===== src/rtl/mux_pkg.sv =====
// Shared constants and state encoding for the round-robin mux scheduler.
package mux_pkg;
  localparam int NUM_PORTS = 4;
  localparam int DATA_W    = 12;
  localparam int SEL_W     = 2;
  // Wide enough for any burst limit up to 15.
  localparam int CNT_W     = 4;

  typedef enum logic {
    IDLE  = 1'b0,
    SERVE = 1'b1
  } state_t;
endpackage


===== src/rtl/mux_arbiter_rr_rr_pick.sv =====
// Rotate-and-priority-encode: first requesting port at or after ptr, wrapping.
module rr_pick
  import mux_pkg::*;
(
  input  logic [NUM_PORTS-1:0] req,
  input  logic [SEL_W-1:0]     ptr,
  output logic [SEL_W-1:0]     grant,
  output logic                 any
);

  logic [2*NUM_PORTS-1:0] req_dbl;
  logic [NUM_PORTS-1:0]   req_rot;
  logic [SEL_W-1:0]       offset;

  // Rotate req so bit 0 is the port at ptr, then take the lowest set bit.
  always_comb begin
    req_dbl = {req, req};
    req_rot = req_dbl[ptr +: NUM_PORTS];
    offset  = '0;
    for (int k = NUM_PORTS - 1; k >= 0; k--) begin
      if (req_rot[k]) offset = SEL_W'(k);
    end
    // Two-bit addition wraps modulo NUM_PORTS by construction.
    grant = ptr + offset;
    any   = |req;
  end

endmodule


===== src/rtl/mux_arbiter_rr.sv =====
// Round-robin, burst-limited scheduler for the 4-to-1 output mux.
//
// Handshake: a port's word is transferred in any cycle where pop[i]=1; pop[i]
// is only raised when fifo_empty[i]=0 and out_almost_full=0, so the input
// FIFO's "valid" is ~fifo_empty and the downstream "ready" is
// ~out_almost_full. The transferred word appears on data_out one cycle later,
// qualified by push_out.
module mux_arbiter_rr
  import mux_pkg::*;
#(
  parameter int DATA_W = mux_pkg::DATA_W,
  parameter int BURST  = 4
) (
  input  logic                 clk,
  input  logic                 reset_L,
  input  logic [NUM_PORTS-1:0] fifo_empty,
  input  logic [DATA_W-1:0]    data_in0,
  input  logic [DATA_W-1:0]    data_in1,
  input  logic [DATA_W-1:0]    data_in2,
  input  logic [DATA_W-1:0]    data_in3,
  input  logic                 out_almost_full,
  output logic [NUM_PORTS-1:0] pop,
  output logic [SEL_W-1:0]     sel,
  output logic [DATA_W-1:0]    data_out,
  output logic                 push_out,
  output state_t               state_dbg,
  output logic [CNT_W-1:0]     burst_cnt_dbg
);

  localparam logic [CNT_W-1:0] LAST_CNT = CNT_W'(BURST - 1);

  state_t              state_q, state_d;
  logic [SEL_W-1:0]    ptr_q, ptr_d;
  logic [SEL_W-1:0]    grant_q, grant_d;
  logic [CNT_W-1:0]    cnt_q, cnt_d;
  logic [NUM_PORTS-1:0] req;
  logic [SEL_W-1:0]    pick_grant;
  logic                pick_any;
  logic                pop_fire;
  logic [DATA_W-1:0]   head;

  assign req = ~fifo_empty;

  rr_pick u_pick (
    .req   (req),
    .ptr   (ptr_q),
    .grant (pick_grant),
    .any   (pick_any)
  );

  // Mux: head word of the granted port.
  always_comb begin
    head = data_in0;
    case (grant_q)
      2'd0:    head = data_in0;
      2'd1:    head = data_in1;
      2'd2:    head = data_in2;
      default: head = data_in3;
    endcase
  end

  // Next-state, pop strobe and rotation decisions.
  always_comb begin
    state_d  = state_q;
    ptr_d    = ptr_q;
    grant_d  = grant_q;
    cnt_d    = cnt_q;
    pop      = '0;
    pop_fire = 1'b0;
    case (state_q)
      IDLE: begin
        if (pick_any && !out_almost_full) begin
          grant_d = pick_grant;
          cnt_d   = '0;
          state_d = SERVE;
        end
      end
      SERVE: begin
        pop_fire     = !fifo_empty[grant_q] && !out_almost_full;
        pop[grant_q] = pop_fire;
        // An empty granted port wins over backpressure: give up the grant.
        if (fifo_empty[grant_q]) begin
          state_d = IDLE;
          ptr_d   = grant_q + 1'b1;
        end else if (pop_fire) begin
          cnt_d = cnt_q + 1'b1;
          if (cnt_q == LAST_CNT) begin
            state_d = IDLE;
            ptr_d   = grant_q + 1'b1;
          end
        end
      end
      default: state_d = IDLE;
    endcase
  end

  // Arbitration state registers.
  always_ff @(posedge clk or negedge reset_L) begin
    if (!reset_L) begin
      state_q <= IDLE;
      ptr_q   <= '0;
      grant_q <= '0;
      cnt_q   <= '0;
    end else begin
      state_q <= state_d;
      ptr_q   <= ptr_d;
      grant_q <= grant_d;
      cnt_q   <= cnt_d;
    end
  end

  // Output register: capture the popped word and strobe the downstream push.
  always_ff @(posedge clk or negedge reset_L) begin
    if (!reset_L) begin
      data_out <= '0;
      push_out <= 1'b0;
    end else begin
      push_out <= pop_fire;
      if (pop_fire) data_out <= head;
    end
  end

  assign sel           = grant_q;
  assign state_dbg     = state_q;
  assign burst_cnt_dbg = cnt_q;

endmodule


===== config.mk =====
export PLATFORM = sky130hd
export DESIGN_NAME = mux_arbiter_rr
export DESIGN_NICKNAME = d
export VERILOG_FILES = /design/src/rtl/mux_pkg.sv /design/src/rtl/mux_arbiter_rr_rr_pick.sv /design/src/rtl/mux_arbiter_rr.sv
export SDC_FILE = /design/constraint.sdc
export NUM_CORES = 1
export LEC_CHECK = 0
export CORE_ASPECT_RATIO = 1.25
export CORE_MARGIN = 4
export CORE_UTILIZATION = 38
export DETAILED_ROUTE_END_ITERATION = 12
export PLACE_DENSITY = 0.87
export SYNTH_ARGS = -nofsm -noshare
export SYNTH_HDL_FRONTEND = slang
export SYNTH_SLANG_ARGS = --single-unit

===== constraint.sdc =====
create_clock -name clk -period 2.5 [get_ports clk]
set_clock_uncertainty 0.1 [all_clocks]
set_input_delay 0.5 -clock clk [delete_from_list [all_inputs] [get_ports clk]]
set_output_delay 0.5 -clock clk [all_outputs]
set_load 0.01 [all_outputs]

==> metrics.txt <==
worst min-delay path category=reg2reg; antenna diode count=0; register area share after synthesis=0.393; Mean Syn Cell Area=8.81 um2; post-synth top area cell=dfrtp_1; Final nets=312; crit-path cells=mux4_2, or3b_4, clkinv_4, and2_4, buf_6; Worst path slowest cell=mux4_2; first-pass GRT wire length=7760 um; Slew @ Worst Pin=0.813 ns; WHS Path Cells=2; sequential share of power=0.267; CP required=1.90 ns; crit path from=sel[0]$_DFFE_PN0P_; layout cells sized above 1=0.153; non-filler cells, final=288; Setup Crit Path Kind=reg2out; maximum VDD drop=0.000636 V; post-synthesis cell count=159; Synth Cell Area=1400 um2; fin crit period=2.50 ns; count of input and output buffers=78; Period Utilization, post-route=1.00; PnR Total Power=2.28 mW; Hold Startpoint=data_out[1]$_DFFE_PN0P_; flop-to-flop setup slack=0.28 ns; critical path launch point type=flip-flop; count of different cell masters after synthesis=33; Final Hold Viols=0; CP bufs+invs=2; Worst R2R End=sel[1]$_DFFE_PN0P_; Mapped Nets=221; RR Startpoint=ptr_q[0]$_DFFE_PN0P_; drt initial violations=113; PD cells=950 nW/um2; pre-CTS WS=-0.695 ns; CTS tree=yes; CP Capture Type=output pin; antenna violation net count after detailed routing=0; initial core utilization=0.399; largest delay contributor family on the critical path=simple AND/OR/NAND/NOR gates; Num CTS Buffers=3; max-slew violation count=0; GRT Total Usage=0.204; total global routing overflow=0; DIE AREA=4730 um2; placed cells=283; Hold Path End=data_out[1]$_DFFE_PN0P_; CTS Sinks=22; Ys Warns=0; setup violators final=1; number of global-route vias before repair=1,629; violated checks=setup timing; status=finished, violations left; Slew HR=0.458; GPL Wtd Cong=0.863; Root Driver=clkbuf_8; H-tree depth=1; fin util=0.684; antenna violations before repair=0; largest net degree at the start of global routing=27; number of hold buffers added after CTS=0; P_leak=1.04 nW; highest clock rate=400 MHz; # rows=24; Switch Pwr=0.875 mW; Gate power share=0.589; total core area=3510 um2; RSZ-0062 raised after global routing=true; DR vias=1,593; worst-case reg-to-reg path depth=8; top post-synthesis cells by area=dfrtp_1 (39%), a222oi_1 (8.6%), ha_1 (6.3%); internal power=1.41 mW; Clock power frac=0.144; crit-path max FO=5; Max Cap Viol=0; setup TNS=-0.000735 ns; Die H=75.9 um; critical path's largest stage delay=0.53 ns; drt drc=0; num ports=79; Clk pin slew, worst setup/hold paths=0.08 ns; WL/cell=15.9 um; DRT Pass-1 Iters=5; drt total wl=4570 um; Switching Fraction=0.384; die width=62.3 um; WP data arrival=1.90 ns; Skew-Pair Late Insertion Delay=0.26 ns; post-detail-place hpwl=3580 um; Seq cells post-synth=22; drt via density=5.53; area grow syn2layout=71.6%; post-synth top area share=0.393; PnR worst setup slack=-0.000735 ns; CTS max path bufs=2
==> sequential cells by signal, indices dropped and copies added (netlist names) <==
| register | cells |
|---|---|
| push_out | 1 |
| sel | 2 |
| state_dbg | 1 |
| data_out | 12 |
| ptr_q | 2 |
| burst_cnt_dbg | 4 |
==> power by group through the flow <==
| stage | clock [mW] | sequential, mW | combinational (mW) |
|---|---|---|---|
| global route | 0.348 | 0.632 | 1.51 |
| finish | 0.329 | 0.608 | 1.34 |
| floorplan | 0 | 0.640 | 0.695 |
| detailed placement | 0 | 0.613 | 1.33 |
| global placement | 0 | 0.607 | 1.30 |
| CTS | 0.337 | 0.607 | 1.35 |
==> repair_timing <==
item                       4_1_cts  5_1_grt
pin swaps                        5        1
setup endpoints to repair        5        4
resized for setup               33        0
buffers inserted                 0        1
==> through the flow <==
step,cell area [um2],hold WS [ns]
2_1_floorplan,1400,0.104
3_3_place_gp,2310,0.363
3_5_place_dp,2310,0.371
4_1_cts,2390,0.390
5_1_grt,2400,0.420
6_report,2400,0.383
==> synth_stat cells <==
library cell / n
a211oi_1: 1
a21bo_2: 1
a21oi_1: 14
a222oi_1: 12
a31oi_1: 1
and2_1: 4
buf_2: 2
buf_6: 2
clkbuf_1: 7
clkinv_4: 1
dfrtp_1: 22
ha_1: 7
inv_1: 3
mux2_2: 2
mux2i_1: 1
mux4_2: 1
nand2_1: 21
nand2b_1: 3
nand3_1: 3
nand3b_1: 3
nand4_1: 2
nor2_1: 17
nor4b_1: 1
o211ai_1: 2
o21a_1: 1
o21ai_0: 17
o221ai_1: 1
o22ai_1: 1
o31ai_1: 2
or2_2: 1
or3b_1: 1
or4_1: 1
xnor2_1: 1
==> cells in the final DEF (no fill, tap or decap), drive strengths merged, types with 4 or more instances in the layout <==
cell           count
clkdlybuf4s50     70
buf               23
dfrtp             22
nand2             21
o21ai             17
nor2              17
a21oi             14
a222oi            12
ha                 7
and2               4
clkdlybuf4s15      4
==> logic make-up (layout without fill, tap and decap cells) <==
logic type | Yosys count | after routing | share of synthesized area
buffers and inverters | 15 | 105 | 0.0563
XOR/XNOR | 1 | 1 | 0.00626
AO/OA/AOI/OAI | 53 | 53 | 0.251
AND/OR/NAND/NOR | 57 | 57 | 0.191
adder cells (fa/ha/maj) | 7 | 7 | 0.0626
flip-flops | 22 | 22 | 0.393
multiplexers | 4 | 4 | 0.0393
==> layout make-up <==
cell class	count	area (um2)
clock buffers	3	41.3
clock inverters	1	30.0
fillers	295	1110
inverters	4	20.0
multi-input cells	122	783
flip-flops and latches	22	551
well taps	39	48.8
repair buffers	97	928
==> per-layer routing <==
metal	routed length [um]	GRT usage
met1	1830	0.242
met2	2330	0.366
met3	385	0.0546
met4	25	0.0566
met5	0	0
==> worst max path at each step <==
stage,endpoint,slack [ns],depth (start not counted)
3_5_place_dp,pop[0],-0.69,6
4_1_cts,pop[0],-0.03,5
2_1_floorplan,pop[0],0.10,6
5_1_grt,pop[0],-0.07,5
3_3_place_gp,pop[0],-0.65,6
6_report,pop[0],-0.0007,5
==> worst min-delay path, cell delays in order, from the launching register on <==
cell,delay (ns)
dfrtp_1,0.35
nand2_1,0.04
o21ai_0,0.06
Power figures use the tool's default switching activity.
